--- config.mk ---
export PLATFORM = sky130hd
export DESIGN_NAME = uart_tx
export DESIGN_NICKNAME = d
export VERILOG_FILES = /design/src/rtl/uart_defs.sv /design/src/rtl/uart_bit_timer.sv /design/src/rtl/uart_tx.sv
export SDC_FILE = /design/constraint.sdc
export NUM_CORES = 1
export LEC_CHECK = 0
export CORE_ASPECT_RATIO = 0.75
export CORE_MARGIN = 2
export CORE_UTILIZATION = 35
export CTS_CLUSTER_DIAMETER = 200
export DETAILED_ROUTE_END_ITERATION = 6
export GPL_TIMING_DRIVEN = 1
export SKIP_CTS_REPAIR_TIMING = 1
export SYNTH_ARGS = -nofsm -noshare
export SYNTH_HDL_FRONTEND = slang
export SYNTH_SLANG_ARGS = --single-unit
--- constraint.sdc ---
create_clock -name clk -period 3 [get_ports clk]
set_input_delay 0.9 -clock clk [delete_from_list [all_inputs] [get_ports clk]]
set_output_delay 0.9 -clock clk [all_outputs]
set_load 0.05 [all_outputs]
--- src/rtl/uart_defs.sv ---
// Shared UART definitions: default clock, parity encodings, FSM states, bit-period helper.
package uart_defs;

  localparam int unsigned CLK_FREQ_DEFAULT = 100_000_000;
  localparam int unsigned BAUD_DEFAULT     = 9600;

  localparam int unsigned PAR_NONE = 0;
  localparam int unsigned PAR_EVEN = 1;
  localparam int unsigned PAR_ODD  = 2;

  typedef enum logic [2:0] {
    ST_IDLE   = 3'd0,
    ST_START  = 3'd1,
    ST_DATA   = 3'd2,
    ST_PARITY = 3'd3,
    ST_STOP   = 3'd4
  } uart_state_e;

  // Bit period in clock cycles (integer division).
  function automatic int unsigned uart_tick(input int unsigned clk_freq,
                                            input int unsigned baud);
    return clk_freq / baud;
  endfunction

endpackage

--- src/rtl/uart_bit_timer.sv ---
// Bit-period timer: counts 0..UART_TICK-1 while enabled, flags the last cycle of each bit.
module uart_bit_timer #(
  parameter int unsigned UART_TICK = 10
) (
  input  logic clk,
  input  logic rst,
  input  logic clr,
  input  logic en,
  output logic tick_last
);

  localparam int unsigned CW = (UART_TICK > 1) ? $clog2(UART_TICK) : 1;
  localparam logic [CW-1:0] LAST = CW'(UART_TICK - 1);

  logic [CW-1:0] cnt_q, cnt_d;

  // Next count: clear wins, otherwise wrap at the bit boundary.
  always_comb begin
    cnt_d = cnt_q;
    if (clr) begin
      cnt_d = '0;
    end else if (en) begin
      cnt_d = (cnt_q == LAST) ? '0 : cnt_q + CW'(1);
    end
  end

  // Count register.
  always_ff @(posedge clk or posedge rst) begin
    if (rst) cnt_q <= '0;
    else     cnt_q <= cnt_d;
  end

  assign tick_last = en && (cnt_q == LAST);

endmodule

--- src/rtl/uart_tx.sv ---
// UART transmitter: one-entry holding register feeding a start/data/parity/stop serialiser.
module uart_tx
  import uart_defs::*;
#(
  parameter int unsigned CLK_FREQ  = CLK_FREQ_DEFAULT,
  parameter int unsigned BAUD      = BAUD_DEFAULT,
  parameter int unsigned PARITY    = PAR_NONE,
  parameter int unsigned STOP_BITS = 1
) (
  input  logic       clk,
  input  logic       rst,
  input  logic [7:0] data,
  input  logic       valid,
  output logic       ready,
  output logic       tx,
  output logic       busy
);

  localparam int unsigned UART_TICK = uart_tick(CLK_FREQ, BAUD);
  localparam logic [2:0]  DATA_LAST = 3'd7;
  localparam logic [2:0]  STOP_LAST = 3'(STOP_BITS - 1);

  uart_state_e state_q;
  logic [7:0]  hold_q;
  logic        hold_valid_q, hold_valid_d;
  logic [7:0]  shift_q;
  logic        par_q;
  logic [2:0]  bit_cnt_q;
  logic        tx_q, ready_q, busy_q;

  logic tick_last;
  logic accept_c, frame_end_c, load_c, go_idle_c, par_bit_c;

  // Handshake, frame-end and load decisions shared by the registers below.
  always_comb begin
    accept_c     = valid && ready_q;
    frame_end_c  = (state_q == ST_STOP) && tick_last && (bit_cnt_q == STOP_LAST);
    load_c       = hold_valid_q && ((state_q == ST_IDLE) || frame_end_c);
    go_idle_c    = !load_c && ((state_q == ST_IDLE) || frame_end_c);
    hold_valid_d = hold_valid_q;
    if (load_c)        hold_valid_d = 1'b0;
    else if (accept_c) hold_valid_d = 1'b1;
    par_bit_c    = (PARITY == PAR_ODD) ? ~^hold_q : ^hold_q;
  end

  uart_bit_timer #(
    .UART_TICK (UART_TICK)
  ) u_timer (
    .clk       (clk),
    .rst       (rst),
    .clr       (load_c),
    .en        (state_q != ST_IDLE),
    .tick_last (tick_last)
  );

  // Holding register: captured on handshake, emptied when the serialiser loads it.
  always_ff @(posedge clk or posedge rst) begin
    if (rst) begin
      hold_q       <= '0;
      hold_valid_q <= 1'b0;
      ready_q      <= 1'b1;
    end else begin
      if (accept_c) hold_q <= data;
      hold_valid_q <= hold_valid_d;
      ready_q      <= !hold_valid_d;
    end
  end

  // Frame FSM with registered line output and busy flag.
  always_ff @(posedge clk or posedge rst) begin
    if (rst) begin
      state_q   <= ST_IDLE;
      shift_q   <= '0;
      par_q     <= 1'b0;
      bit_cnt_q <= '0;
      tx_q      <= 1'b1;
      busy_q    <= 1'b0;
    end else begin
      busy_q <= !go_idle_c || hold_valid_d;
      if (load_c) begin
        state_q   <= ST_START;
        shift_q   <= hold_q;
        par_q     <= par_bit_c;
        bit_cnt_q <= '0;
        tx_q      <= 1'b0;
      end else begin
        case (state_q)
          ST_IDLE: begin
            tx_q <= 1'b1;
          end
          ST_START: begin
            if (tick_last) begin
              state_q   <= ST_DATA;
              bit_cnt_q <= '0;
              tx_q      <= shift_q[0];
            end
          end
          ST_DATA: begin
            if (tick_last) begin
              if (bit_cnt_q == DATA_LAST) begin
                bit_cnt_q <= '0;
                if (PARITY != PAR_NONE) begin
                  state_q <= ST_PARITY;
                  tx_q    <= par_q;
                end else begin
                  state_q <= ST_STOP;
                  tx_q    <= 1'b1;
                end
              end else begin
                bit_cnt_q <= bit_cnt_q + 3'd1;
                shift_q   <= shift_q >> 1;
                tx_q      <= shift_q[1];
              end
            end
          end
          ST_PARITY: begin
            if (tick_last) begin
              state_q   <= ST_STOP;
              bit_cnt_q <= '0;
              tx_q      <= 1'b1;
            end
          end
          ST_STOP: begin
            if (tick_last) begin
              if (bit_cnt_q == STOP_LAST) begin
                state_q <= ST_IDLE;
                tx_q    <= 1'b1;
              end else begin
                bit_cnt_q <= bit_cnt_q + 3'd1;
              end
            end
          end
          default: begin
            state_q <= ST_IDLE;
            tx_q    <= 1'b1;
          end
        endcase
      end
    end
  end

  assign ready = ready_q;
  assign tx    = tx_q;
  assign busy  = busy_q;

endmodule
==> impl_metrics.toml <==
[status]
outcome = "finished, final reports clean"

[yosys]
synth_cell_types = 45
synth_top_family_by_area = "simple AND/OR/NAND/NOR gates"
yosysMostFrequentCell = "dfrtp_1"
synthMuxAreaShare_pct = 12.53
ys_top_cells_by_count = "dfrtp_1, mux2_2, nand2_1"
ys_seq_area_share_pct = 48.55
synth_top_area_share_pct = 46.00
synth_seq_cells = 40
ys_top_cells_by_area = "dfrtp_1, mux2_2, a21oi_1"
synth_edf_count = 0
synth_top_area_cell = "dfrtp_1"
netlist_area_sq_mm = 0.002067
synth.avg_cell_area_sq_um = 10.82
syn_inst = 191
synthSimpleGateAreaFrac_pct = 17.98
synthArstFlopShare_pct = 100.0
synth_compound_area_share_pct = 13.68
synth-main-ff-cell = "dfrtp_1"
synthXorXnorAreaFrac_pct = 2.119
yosys.area_share.adder_pct = 2.421
yosys_warnings = 0
syn_nets = 206

[cells_and_area]
num-fill-cells = 586
final_util_pct = 42.30
regArea_sq_mm = 0.001003
stdcell_count = 290
syn2layout_area_growth_pct = 17.98
final_cell_area_sq_mm = 0.002439
drive_gt1_share_pct = 19.34
diodes = 0
nets = 226
multi_input_area_sq_mm = 0.001007

[floorplanning]
placementRows = 24
die_w_microns = 92.74
die_h_microns = 70.55
die_area_sq_mm = 0.006542
start_util_pct = 35.85
fp.coreArea_sq_mm = 0.005766
ios = 14

[timing]
hold_violations = 0
worst_slack_ns = 0.4343
finalSetupTns_ns = 0
layout_min_cycle_time_ns = 2.566
worst_pin_slew_ns = 0.8486
grt_setup_unrepaired = "false"
finalMaxSlewViolations = 0
fmax_ghz = 0.3898
fin_hold_ws_ns = 0.4907
period_share_pct = 85.52
clock_skew_ns = 0.007534
finalSetupViolCount = 0
slew_headroom_pct = 42.90

[detailed_routing]
first_iter_violations = 114
ant_nets = 0
finalWirelength_mm = 4.140
dr.pass1.iters = 4
via_per_inst = 5.283
drc_errors = 0
post_drt_wl_per_cell_microns = 14.28
num_vias = 1532

[power_and_ir_drop]
p_leak_nw = 0.9921
ir_drop_uv = 527.3
power_mw = 1.806
powerDensity_mw_per_mm2 = 740.6

[job]
max-cap-violations = 0

[placed_design]
gp_congestion = 0.8091
io_buffers = 13
post_dp_cell_area_sq_mm = 0.002306
dp_hpwl_mm = 2.915
pre_cts_ws_ns = 0.4467
place_inst = 282

[critical_path]
start_kind = "flop"
crit_type = "flop to primary output"
worstPathArrival_ns = 1.67
max_stage_delay_ns = 0.81
path_buf_inv = 1
path_cells = "clkdlybuf4s50_1"
cp_top_family = "buffers and inverters"
crit_path_end_kind = "primary output"
cp.required_ns = 2.10
crit_slowest_cell = "clkdlybuf4s50_1"
worstPathMaxFanout = 3

[worst_hold_path]
min_path_type = "flop to flop"

[cts]
numCtsBuffers = 5
cts.path.max_buffers = 2
htreeDepth = 2
clock_sinks = 40
clkLatencyLatePin_ns = 0.30
cts_tree = "done"
clkTransAtPathRegs_ns = 0.08
root_buffer = "clkbuf_8"

[global_routing]
grt_max_degree = 41
grt_pass1_wl_mm = 7.465
grt-ovfl-total = 0
grt_pass1_vias = 1475
track_usage_pct = 14.41
grt_antenna_before_repair = 0
[logic make-up after synthesis]
family          after synthesis
xor+xnor                      5
buf+inv                      13
mux                          23
flops                        40
fa+ha+maj                     4
simple gates                 65
compound gates               41
[state kept, by name, summed over array words and instances, names as in the netlist]
register / cells
u_timer.cnt_q: 14
hold_q: 8
shift_q: 8
bit_cnt_q: 3
state_q: 3
busy: 1
hold_valid_q: 1
ready: 1
tx: 1
[final timing paths]
kind / from / end / slack (ns) / cells past startpoint
setup reg to reg: u_timer.cnt_q[8]$_DFFE_PP0P_ / bit_cnt_q[2]$_DFFE_PP0P_ / 0.45 / 5
max in group asynchronous: rst / tx$_DFFE_PP1P_ / 1.61 / 3
hold / removal: hold_q[7]$_DFFE_PP0P_ / shift_q[7]$_DFFE_PP0P_ / 0.49 / 1
hold reg to reg: hold_q[7]$_DFFE_PP0P_ / shift_q[7]$_DFFE_PP0P_ / 0.49 / 1
setup / recovery: tx$_DFFE_PP1P_ / tx / 0.43 / 1
min in group asynchronous: rst / u_timer.cnt_q[3]$_DFFE_PP0P_ / 1.02 / 3
[metal layers]
metal	global-route usage (%)	up-vias	routed length (microns)
met3	2.875	7	221
met2	18.49	37	1597
met5	0	-	0
li1	-	751	-
met4	5.392	0	68
met1	23.49	737	2253
[cells in the final DEF (no fill, tap or decap), types with 2 or more instances in the layout]
master,instances
mux2_2,23
a21oi_1,11
or3_1,4
xnor2_1,3
inv_1,8
nand4_1,4
o211ai_1,2
o31ai_1,2
xor2_1,2
a211oi_1,4
buf_4,5
nand2b_1,4
nor4b_1,2
nand3_1,5
clkdlybuf4s50_1,13
dfrtp_1,38
o2bb2ai_1,2
nor3b_1,2
nor2b_1,4
or4_1,4
nand2_1,12
dfstp_2,2
nor3_1,4
bufinv_16,2
clkbuf_8,5
o21ai_0,7
nor2_1,11
a31oi_1,3
o21ai_1,2
ha_1,4
nor4_1,2
[area by class of cell]
type | instances | share of cell area [%]
clock inverter | 2 | 2.463
inverter | 8 | 1.231
timing repair buffer | 18 | 6.875
sequential | 40 | 41.15
multi-input combinational | 138 | 41.30
tap | 78 | 4.002
clock buffer | 6 | 2.976
[power breakdown]
part / switching (mW) / total (mW) / internal, mW / leakage (nW)
clock network: 0.195 / 0.527 / 0.333 / 0.0654
registers: 0.127 / 0.822 / 0.695 / 0.506
logic: 0.220 / 0.457 / 0.237 / 0.421
Power figures use the tool's default switching activity.
